**src/rtl/weight_pkg.sv**
```systemverilog
// Shared types and weight/pattern helpers for the weight pattern generator.
// Helpers operate at the widest legal width and take the pattern width as an argument.
package weight_pkg;

  localparam int unsigned DEF_N = 4;
  localparam int unsigned MAX_N = 8;
  localparam int unsigned KW    = 4;

  typedef enum logic {
    IDLE = 1'b0,
    EMIT = 1'b1
  } state_t;

  typedef logic [MAX_N:0] wide_t;

  function automatic logic [KW-1:0] popcount(input wide_t v);
    logic [KW-1:0] c;
    c = '0;
    for (int i = 0; i <= int'(MAX_N); i++) c = c + KW'(v[i]);
    return c;
  endfunction

  function automatic logic onehot_legal(input wide_t v);
    return popcount(v) == KW'(1);
  endfunction

  function automatic logic [KW-1:0] onehot_to_k(input wide_t v);
    logic [KW-1:0] k;
    k = '0;
    for (int i = 0; i <= int'(MAX_N); i++) if (v[i]) k = KW'(i);
    return k;
  endfunction

  // Lowest k bits set: the first pattern of weight k.
  function automatic wide_t first_pattern(input logic [KW-1:0] k);
    wide_t p;
    p = '0;
    for (int i = 0; i < int'(MAX_N); i++) if (KW'(i) < k) p[i] = 1'b1;
    return p;
  endfunction

  // Highest k bits of an n-bit field set: the final pattern of weight k.
  function automatic wide_t last_pattern(input logic [KW-1:0] k, input int unsigned n);
    return first_pattern(k) << (KW'(n) - k);
  endfunction

endpackage

```
**src/rtl/weight_next_comb.sv**
```systemverilog
// Combinational Gosper successor: next larger value with the same popcount.
// Evaluated one bit wider than the pattern; the carry-out only matters past the last pattern.
module weight_next_comb
  import weight_pkg::*;
#(
  parameter int unsigned N = DEF_N
) (
  input  logic [N-1:0] pattern,
  output logic [N-1:0] next_pattern_c
);

  localparam int unsigned W  = N + 1;
  localparam int unsigned TW = 4;

  logic [W-1:0]  p;
  logic [W-1:0]  lowbit;
  logic [W-1:0]  r;
  logic [W-1:0]  nxt;
  logic [TW-1:0] tz;

  always_comb begin
    p      = {1'b0, pattern};
    lowbit = p & (~p + W'(1));
    r      = p + lowbit;
    tz     = '0;
    for (int i = int'(N) - 1; i >= 0; i--) if (pattern[i]) tz = TW'(i);
    nxt            = ((p ^ r) >> (tz + TW'(2))) | r;
    next_pattern_c = nxt[N-1:0];
  end

endmodule

```
**src/rtl/weight_pattern_gen.sv**
```systemverilog
// Expands a one-hot weight code into every N-bit pattern of that popcount, ascending,
// one per valid/ready beat; non-one-hot codes raise a one-cycle err and are dropped.
module weight_pattern_gen
  import weight_pkg::*;
#(
  parameter int unsigned N = DEF_N
) (
  input  logic         clk,
  input  logic         reset,
  input  logic [N:0]   in_weight,
  input  logic         in_valid,
  output logic         in_ready,
  output logic [N-1:0] out_pattern,
  output logic [N-1:0] out_index,
  output logic         out_last,
  output logic         out_valid,
  input  logic         out_ready,
  output logic         err
);

  state_t          state_q, state_d;
  logic [N-1:0]    pat_q, pat_d;
  logic [N-1:0]    idx_q, idx_d;
  logic            last_q, last_d;
  logic [KW-1:0]   k_q, k_d;
  logic            err_q, err_d;

  wide_t           w_ext;
  logic            in_legal;
  logic [KW-1:0]   in_k;
  logic [N-1:0]    first_pat;
  logic [N-1:0]    next_c;

  assign w_ext     = wide_t'(in_weight);
  assign in_legal  = onehot_legal(w_ext);
  assign in_k      = onehot_to_k(w_ext);
  assign first_pat = N'(first_pattern(in_k));

  weight_next_comb #(.N(N)) u_next (
    .pattern        (pat_q),
    .next_pattern_c (next_c)
  );

  // State register and output registers.
  always_ff @(posedge clk) begin
    if (reset) begin
      state_q <= IDLE;
      pat_q   <= '0;
      idx_q   <= '0;
      last_q  <= 1'b0;
      k_q     <= '0;
      err_q   <= 1'b0;
    end else begin
      state_q <= state_d;
      pat_q   <= pat_d;
      idx_q   <= idx_d;
      last_q  <= last_d;
      k_q     <= k_d;
      err_q   <= err_d;
    end
  end

  // Next-state and next-output logic.
  always_comb begin
    state_d = state_q;
    pat_d   = pat_q;
    idx_d   = idx_q;
    last_d  = last_q;
    k_d     = k_q;
    err_d   = 1'b0;
    unique case (state_q)
      IDLE: begin
        if (in_valid) begin
          if (in_legal) begin
            state_d = EMIT;
            k_d     = in_k;
            pat_d   = first_pat;
            idx_d   = '0;
            last_d  = (first_pat == N'(last_pattern(in_k, N)));
          end else begin
            err_d = 1'b1;
          end
        end
      end
      EMIT: begin
        if (out_ready) begin
          if (last_q) begin
            state_d = IDLE;
            last_d  = 1'b0;
          end else begin
            pat_d  = next_c;
            idx_d  = idx_q + N'(1);
            last_d = (next_c == N'(last_pattern(k_q, N)));
          end
        end
      end
      default: state_d = IDLE;
    endcase
  end

  assign in_ready    = (state_q == IDLE);
  assign out_valid   = (state_q == EMIT);
  assign out_pattern = pat_q;
  assign out_index   = idx_q;
  assign out_last    = last_q;
  assign err         = err_q;

endmodule

```
**config.mk**
```make
export PLATFORM = sky130hd
export DESIGN_NAME = weight_pattern_gen
export DESIGN_NICKNAME = d
export VERILOG_FILES = /design/src/rtl/weight_pkg.sv /design/src/rtl/weight_next_comb.sv /design/src/rtl/weight_pattern_gen.sv
export SDC_FILE = /design/constraint.sdc
export NUM_CORES = 1
export LEC_CHECK = 0
export CAP_MARGIN = 20
export CORE_UTILIZATION = 45
export CTS_BUF_LIST = sky130_fd_sc_hd__clkbuf_4 sky130_fd_sc_hd__clkbuf_8 sky130_fd_sc_hd__clkbuf_16
export DETAILED_ROUTE_END_ITERATION = 8
export PLACE_DENSITY = 0.81
export REMOVE_ABC_BUFFERS = 1
export SYNTH_ARGS = -nofsm -noshare
export SYNTH_HDL_FRONTEND = slang
export SYNTH_HIERARCHICAL = 1
export SYNTH_SLANG_ARGS = --single-unit
```
**constraint.sdc**
```tcl
create_clock -name clk -period 2.7 [get_ports clk]
set_input_delay 0.405 -clock clk [delete_from_list [all_inputs] [get_ports clk]]
set_output_delay 0.405 -clock clk [all_outputs]
set_load 0.05 [all_outputs]
```
==> key figures <==
Status
  • Run status: complete, no violations

Pwr
  • Pleak: 0.535 nW
  • Sw Pwr: 0.257 mW
  • Peak VDD IR: 0.383 mV
  • Total power: 0.695 mW
  • Power share of the clock group: 22.1%
  • Switching portion of total power: 37.0%
  • Logic pwr share: 41.8%
  • Internal power: 0.437 mW
  • Power per cell area: 511 nW/um^2
  • Sequential Power Share: 36.1%

Worst setup path
  • Crit-path slowest cell: fa_1
  • R2R depth: 8
  • R2r endpoint: out_last$_SDFFE_PP0P_
  • Worst setup EP type: flip-flop
  • Kind of critical path: in2reg
  • Peak fanout along the critical path: 3
  • WP data required: 2.86 ns
  • Crit path largest cell delay: 0.49 ns
  • R2R Setup Slk: 0.71 ns
  • Worst r2r src: k_q[0]$_SDFFE_PP0P_
  • Crit start category: input pin
  • Cell Chain, Critical Path: dlygate4sd2_1 > inv_2 > fa_1 > fa_2 > inv_2 > ha_4 > nor3_4 > nand3_4 > a22oi_4 > nand4_1 > xor2_1 > nor3_2
  • Cell mode on critical path: inv_2
  • Arrival @ worst endpoint: 2.71 ns
  • CP Launch Point: in_weight[3]

Detailed routing
  • Vias per cell: 5.27
  • DR vias: 943
  • Number of routed nets with antenna violations: 0
  • # DRC: 0
  • First-pass DRT Iterations: 4
  • Initial DRC count: 13
  • DR WL/cell: 12.8 um
  • Wirelength, routed: 2.29 mm

Clock network
  • Clock buffer depth: 2
  • Worst-path clk slew: 0.09 ns
  • Clock Tree Root: clkbuf_4
  • Num CTS Buffers: 3
  • CTS Hold Bufs: 0
  • Clk Latency, worst-skew pair: 0.28 ns
  • TritonCTS Sinks: 14
  • TritonCTS clock tree: built
  • H-tree Lvls: 1

Floorplanning
  • Die X-Extent: 49.2 um
  • Initial core utilization: 49.6%
  • Row count: 16
  • Die area: 2420 um^2
  • Core footprint: 2020 um^2
  • I/O pin count: 21
  • Die H: 49.2 um

Cells and area
  • Synth-to-layout area growth: 35.5%
  • Multi-input gate area: 681 um^2
  • Register area: 280 um^2
  • Final Net Count: 170
  • Diodes inserted: 0
  • Layout cells sized above 1: 18.4%
  • Fillers: 177

Worst hold path
  • Hold Path End: k_q[2]$_SDFFE_PP0P_
  • WHS Path Cells: 2
  • Worst hold path class: reg2reg
  • Hold Crit Start: k_q[2]$_SDFFE_PP0P_

Yosys
  • Cell accounting for the most synthesized area: dfxtp_1
  • Synth Area in Compound Gates: 20.0%
  • Largest family of logic cells by synthesized area: simple AND/OR/NAND/NOR gates
  • Synth cell types: 39
  • Asr flop ratio synth: 0%
  • Avg Inst Size Synth: 8.29 um^2
  • Synth Instances: 121
  • Ranking of synthesized cells by area: dfxtp_1, ha_1, nor2_1
  • Post-synthesis register bit count: 14
  • Mux share of post-synthesis cell area: 4.99%
  • Synth Flop Type: dfxtp_1
  • Synth Area in Simple Gates: 24.7%
  • Seq/Total Area, Yosys: 27.9%
  • Cell Area, Synth: 1000 um^2
  • Post-synthesis adder-cell area fraction: 11.5%
  • Yosys Warn Count: 6
  • Number of synthesized flops with an enable pin: 0
  • Post-Synth XOR/XNOR Area: 5.24%
  • Synth top area share: 27.9%

STA
  • Final setup violation count: 0
  • F_max: 391 MHz
  • Final Critical Period: 2.56 ns
  • Final Max Slew Viols: 0
  • Clock Skew: 0.00329 ns
  • Slew headroom: 62.9%
  • RSZ-0062 raised after global routing: no
  • Final WS setup: 0.142 ns
  • Worst hold slack: 0.504 ns
  • Worst slew pin tran: 0.555 ns
  • Hold Fails Final Rpt: 0
  • Period utilisation layout: 94.7%

Job
  • Max cap viols: 0

Placed design
  • DP Wirelength: 1.83 mm
  • I/O Buffers: 20
  • GPL Wtd Cong: 0.828
  • Setup WS pre-CTS: -0.543 ns

GRT
  • Initial antenna violation count: 0
  • Total gr overflow: 0
  • Global-route wire length before repair: 4.02 mm
  • Vias in the first global route: 939
  • Gr usage total: 21.4%
  • Largest net degree at the start of global routing: 15
==> power groups by stage <==
stage	Combinational (mW)	Sequential (mW)	Clock, mW
after floorplan	0.136	0.298	0
after global placement	0.271	0.255	0
after detailed placement	0.281	0.256	0
after CTS	0.291	0.251	0.157
after global routing	0.312	0.255	0.163
final	0.290	0.251	0.154
==> placed cells by master, fill, tap and decap left out, types with 2 or more instances in the layout <==
cell type         n
clkdlybuf4s50_1  17
nor2_1           14
dfxtp_1          14
nand2_1          13
a21oi_1           9
buf_4             9
inv_1             8
mux2i_1           5
ha_1              5
inv_2             4
xor2_1            4
o21ai_0           3
a211oi_1          3
nor3_1            3
nand2b_1          3
clkbuf_4          3
dlygate4sd2_1     3
xnor2_1           2
a2bb2oi_1         2
nor2b_1           2
o21ai_1           2
==> cells by family (layout without fill, tap and decap cells) <==
group,after synthesis,count (layout)
multiplexers,5,5
AO/OA/AOI/OAI,28,28
buffers and inverters,15,46
AND/OR/NAND/NOR,45,45
flip-flops,14,14
XOR/XNOR,6,6
adder cells (fa/ha/maj),8,8
==> worst max-delay path by stage <==
stage | end | cells past startpoint | slack [ns]
after floorplan | out_index[3]$_SDFFE_PP0P_ | 11 | -0.04
after global placement | out_pattern[0]$_SDFFE_PP0P_ | 12 | -0.43
after detailed placement | out_index[0]$_SDFFE_PP0P_ | 12 | -0.54
after CTS | out_pattern[1]$_SDFFE_PP0P_ | 12 | 0.16
after global routing | out_last$_SDFFE_PP0P_ | 12 | 0.03
final | out_index[3]$_SDFFE_PP0P_ | 12 | 0.14
==> synthesized netlist by cell type, types with 2 or more instances <==
master / instances
inv_1: 11
ha_1: 6
a21oi_1: 9
o21ai_0: 3
nor2b_1: 2
a211oi_1: 3
nor3_1: 3
xor2_1: 4
dfxtp_1: 14
nor2_1: 14
nand2b_1: 3
nand2_1: 13
xnor2_1: 2
fa_1: 2
clkbuf_1: 2
mux2i_1: 5
a2bb2oi_1: 2
o21ai_1: 2
==> area by class of cell <==
cell class,count,area share [%]
tap,27,2.48
multi-input combinational,92,50.0
clock buffer,4,2.67
inverter,12,3.31
timing repair buffer,30,20.9
sequential,14,20.6
==> per-layer routing <==
layer / track usage, % / up-vias / share of wire (%)
met5: 0 / - / 0
met4: 13.2 / 0 / 2.8
met3: 1.56 / 6 / 2.3
met2: 38.4 / 19 / 51
met1: 24.4 / 443 / 43
li1: - / 475 / -
==> critical path, delay by kind of cell <==
kind | cells | cell delay, ns
compound gates | 1 | 0.19
xor+xnor | 1 | 0.22
fa+ha+maj | 3 | 1.06
buf+inv | 3 | 0.35
simple gates | 4 | 0.50
==> sequential cells by signal, indices dropped and copies added (netlist names) <==
name and cells:
out_valid 1, out_pattern 4, out_last 1, err 1, k_q 3, out_index 4
==> timing repair <==
item,CTS,global route
setup endpoints to repair,12,0
resized for setup,8,0
setup buffers,1,0
==> through the flow <==
step / utilization [%] / std cells / setup TNS [ns] / area, um^2
2_1_floorplan: - / 118 / -0.0444 / 991
3_3_place_gp: 64.5 / 174 / -4.61 / 1310
3_5_place_dp: 64.5 / 174 / -5.81 / 1310
4_1_cts: 67.3 / 179 / 0 / 1360
5_1_grt: 67.3 / 179 / 0 / 1360
6_report: 67.3 / 179 / 0 / 1360
(Power assumes the default switching activity.)
==> edit 1, RTL diff (same settings) <==
`k_q` no longer has a reset.
--- a/src/rtl/weight_pattern_gen.sv
+++ b/src/rtl/weight_pattern_gen.sv
@@ -48,16 +48,18 @@
       pat_q   <= '0;
       idx_q   <= '0;
       last_q  <= 1'b0;
-      k_q     <= '0;
       err_q   <= 1'b0;
     end else begin
       state_q <= state_d;
       pat_q   <= pat_d;
       idx_q   <= idx_d;
       last_q  <= last_d;
-      k_q     <= k_d;
       err_q   <= err_d;
     end
+  end
+
+  always_ff @(posedge clk) begin
+    k_q <= k_d;
   end
 
   // Next-state and next-output logic.
Check against the original RTL: no difference found for any inputs over 10 cycles, from zero or initial values and one cycle with reset high; that may be too few to reach the edited logic, so the function may still have changed.
==> edit 1 against the original RTL <==
  * Maximum frequency decreased by 3.9%
  * Cell count increased by 2.8%
  * Count of clock-buffer cells in the layout unchanged
  * Setup slack got worse by 100 ps
  * Synthesized cell count increased by 2.5%
  * Area after synthesis increased by 8.0%
  * Clock skew decreased by 2.0 ps
  * Sequential cell count unchanged
  * Critical path depth increased by 1
  * Final area increased by 5.7%
  * Power decreased by 0.86%
  * Routed wire length increased by 14%
  * Die area increased by 7.7%
  * Critical path type unchanged
  * Critical endpoint is now out_index[2]
  * Largest power group unchanged
==> edit 1: results (changes against the original RTL) <==
| Metric | Value |
|---|---|
| Critical path fanouts, max | 5 (+2) |
| PwrDens | 479 nW/um^2 (-6.2%) |
| Xor/xnor share of the synthesized area | 2.42% (-2.8 points) |
| Comb. pwr | 0.000288 W |
| FF-to-FF Start | k_q[0] |
| Slowest cell on crit path | fa_1 |
| Routed WL per cell | 14.2 um (+11%) |
| Synth top area cells | dfxtp_1 20%, edfxtp_1 8.3%, ha_1 6.9% |
| Reg power frac | 38.1% (+2.0 points) |
| Root buffer cell | clkbuf_4 |
| Lkg Pwr | 0.612 nW (+14%) |
| Multiplexer area fraction after synthesis | 4.62% (-0.37 points) |
| Post-synth EDFFs | 3 (+3) |
| Reg2Reg Depth | 7 (-1) |
| Vias in the first global route | 911 (-3.0%) |
| Synth Flop Type | dfxtp_1 |
| IO buf count | 20 (unchanged) |
| Max Buffers Root-to-Sink | 2 (unchanged) |
| Max-slew headroom | 66.3% (+3.4 points) |
| First-pass GRT wire length | 3870 um (-3.8%) |
| Share of layout cells above drive strength 1 | 21.8% (+3.4 points) |
| GPL Wtd Cong | 0.782 (-5.7%) |
| Dpl ws | -521 ps (+22.2 ps) |
| # diodes | 0 (unchanged) |
| First-iteration detailed-routing DRC count | 23 (+10) |
| Final net count | 174 (+2.4%) |
| Net switching power | 0.000267 W (+3.7%) |
| VDD IR max | 344 uV (-10%) |
| H-Tree Depth | 1 (unchanged) |
| Crit path largest cell delay | 520 ps (+30 ps) |
| Reg2Reg Setup Slack | 770 ps (+60 ps) |
| Worst r2r dst | out_last |
| Avg Cell Area, Syn | 8.74 um^2 (+5.4%) |
| Min Hold Slack | 576 ps (+72.0 ps) |
| Hold endpoint | out_index[3] |
| Netlist cell types | 45 (+15%) |
| Status | finished, final reports clean |
| HP Class | flip-flop to flip-flop |
| Syn. warnings | 6 (unchanged) |
| CP delay by family, top | adder cells |
| Area fraction in compound gates after synthesis | 23.0% (+3.0 points) |
| Vias post-DR | 1008 (+6.9%) |
| Placed instance count | 177 (+1.7%) |
| Drt first pass iters | 4 (unchanged) |
| Fillers | 181 (+2.3%) |
| Hold_sp | out_index[3] |
| Sequential area share after synthesis | 28.6% (+0.71 points) |
| Synth top cells by count | 15 x nor2_1, 14 x inv_1, 11 x dfxtp_1, 9 x nand2_1 |
| Final Skew | 1.26 ps (-2.04 ps) |
| CTS buffer count | 3 (unchanged) |
| Post-synth ARST share | 0% (unchanged) |
| Skew-Pair Late Insertion Delay | 280 ps (about the same) |
| Hpwl dp | 1800 um (-1.9%) |
| Adder-cell share of the synthesized area | 10.6% (-0.85 points) |
| Final WL | 2610 um (+14%) |
| Area after DPL | 1370 um^2 (+4.6%) |
| Overall routing resource usage | 19.8% (-1.6 points) |
## edit 1: layer usage
| layer | global-route usage (%) | up-vias | routed length (um) |
|---|---|---|---|
| met5 | 0 | - | 0 |
| met4 | 8.33 | 0 | 69 |
| met3 | 2.68 | 8 | 86 |
| met2 | 35.1 | 35 | 1300 |
| met1 | 23.8 | 464 | 1150 |
| li1 | - | 501 | - |
## edit 1: timing repair
action                                  in CTS  in global routing
setup buffers                                2                  1
endpoints found under the hold margin        0                  0
pin swaps                                    8                  5
endpoints found under the setup margin      12                  9
gates resized for setup                      9                  1
## edit 1: tightest hold or removal path, stage by stage, from the launching register on
cell and delay (ps):
dfxtp_1 330, xor2_1 160, nor3_2 60
## edit 1: cells by family after synthesis
group,count (synthesis)
multiplexers,5
AND/OR/NAND/NOR,44
flip-flops,14
XOR/XNOR,3
adder cells (fa/ha/maj),8
AO/OA/AOI/OAI,32
buffers and inverters,18
## edit 1: final cells by class
cell class | count | area (um^2) | area share (%)
sequential | 14 | 310 | 21.6
clock buffer | 4 | 30.0 | 2.09
timing repair buffer | 31 | 280 | 19.5
tap | 28 | 35.0 | 2.44
inverter | 15 | 56.3 | 3.92
multi-input combinational | 92 | 726 | 50.5
## edit 1: worst max-delay path by stage
stage / from / end / slack (ps) / cells after the start
floorplan: in_weight[0] / out_index[3] / 120 / 10
global placement: in_weight[0] / out_index[3] / -440 / 11
detailed placement: in_weight[0] / out_pattern[0] / -520 / 11
CTS: in_weight[3] / out_index[3] / 30 / 11
global route: in_weight[1] / out_index[2] / -40 / 13
finish: in_weight[1] / out_index[2] / 40 / 13
==> edit 2, RTL diff (config.mk and constraints unchanged) <==
Made on the original files. `KW`: 4 -> 2.
--- a/src/rtl/weight_pkg.sv
+++ b/src/rtl/weight_pkg.sv
@@ -4,7 +4,7 @@
 
   localparam int unsigned DEF_N = 4;
   localparam int unsigned MAX_N = 8;
-  localparam int unsigned KW    = 4;
+  localparam int unsigned KW    = 2;
 
   typedef enum logic {
     IDLE = 1'b0,
Formal check against the unedited RTL: not equivalent (a bounded check fails within 4 cycles, from zero or initial values and one cycle with reset high).
==> edit 2 against the original RTL <==
  * Final area decreased by 13%
  * Largest cell class unchanged
  * Routed wire length fell by 17%
  * Area after synthesis is 16% lower
  * Power shrank 8.4%
  * Register-to-register slack better by 490 ps
  * Setup slack got worse by 60 ps
  * Critical endpoint is now k_q[0]
  * Utilization up 0.26 points
  * Via count decreased by 13%
  * Sequential cell count shrank 1
==> edit 2: results (changes against the original RTL) <==
| Metric | Value |
|---|---|
| Status | finished, final reports clean |
| Met3 WL post-DR | 63 um (+21%) |
| Vias post-DR | 825 (-13%) |
| Met1 Routed Length | 854 um (-14%) |
| Sequential area share after synthesis | 31.0% (+3.1 points) |
| First-pass GRT wire length | 3130 um (-22%) |
| Vias in the first global route | 730 (-22%) |
| Met3 Use GR | 3.20% (+1.6 points) |
| Clk pwr | 0.000129 W (-16%) |
| Final net count | 148 (-13%) |
| Seq. pwr | 0.000231 W (-8%) |
| VDD IR max | 349 uV (-8.8%) |
| Synth top area cells | dfxtp_1 31%, ha_1 6.0%, a21oi_1 5.4% |
| Internal | 0.000396 W (-9.5%) |
| Post-CTS Setup Bufs | 0 (-1) |
| Area after DPL | 1140 um^2 (-12%) |
| Reg2Reg Setup Slack | 1200 ps (+490 ps) |
| Reg2Reg Depth | 6 (-2) |
| Met1 Use GR | 26.2% (+1.8 points) |
| Hold_sp | out_index[3] |
| GPL Wtd Cong | 0.794 (-4.1%) |
| Final Skew | 1.24 ps (-2.05 ps) |
| Max-slew headroom | 66.1% (+3.2 points) |
| Hpwl dp | 1500 um (-18%) |
| Critical path fanouts, max | 5 (+2) |
| Pin count of the biggest net entering global routing | 14 (-1) |
edit 2: worst max path at each step:
| stage | cells after the start | slack [ps] | endpoint | from |
|---|---|---|---|---|
| 2_1_floorplan | 7 | 290 | out_index[3] | in_weight[0] |
| 3_3_place_gp | 9 | -170 | out_pattern[2] | in_weight[0] |
| 3_5_place_dp | 8 | -230 | k_q[1] | in_weight[0] |
| 4_1_cts | 8 | 50 | k_q[1] | in_weight[0] |
| 5_1_grt | 8 | 7 | k_q[1] | in_weight[0] |
| 6_report | 8 | 80 | k_q[0] | in_weight[0] |
edit 2: layout make-up:
type / instances / area [um^2]
inverter: 6 / 22.5
fill: 159 / 567
sequential: 13 / 260
tap: 25 / 31.3
timing repair buffer: 31 / 283
clock buffer: 4 / 30.0
multi-input combinational: 78 / 552
edit 2: repair_timing:
action | in CTS | in global routing
endpoints found under the hold margin | 0 | 0
resized for setup | 0 | 1
setup endpoints to repair | 0 | 4
edit 2: critical path: stages:
cell	delay, ps
clkdlybuf4s50_1	430
fa_1	540
inv_1	50
fa_1	490
nor3b_4	270
nand2_2	120
or3_1	350
a21oi_1	150
edit 2: logic make-up after synthesis:
family,count (synthesis),synth area share [%]
XOR/XNOR,5,6.12
AND/OR/NAND/NOR,42,29.1
adder cells (fa/ha/maj),6,10.7
AO/OA/AOI/OAI,25,19.4
flip-flops,13,31.0
buffers and inverters,8,3.58
edit 2: per-stage QoR:
stage	hold WS, ps	utilization, %	power [W]	worst slack [ps]	cells
3_3_place_gp	467	65.6	0.000504	-175	153
3_5_place_dp	480	65.6	0.000510	-231	153
2_1_floorplan	443	-	0.000403	293	97
5_1_grt	510	67.5	0.000675	7.28	157
6_report	491	67.5	0.000636	82.4	157
4_1_cts	490	67.3	0.000640	47.6	157
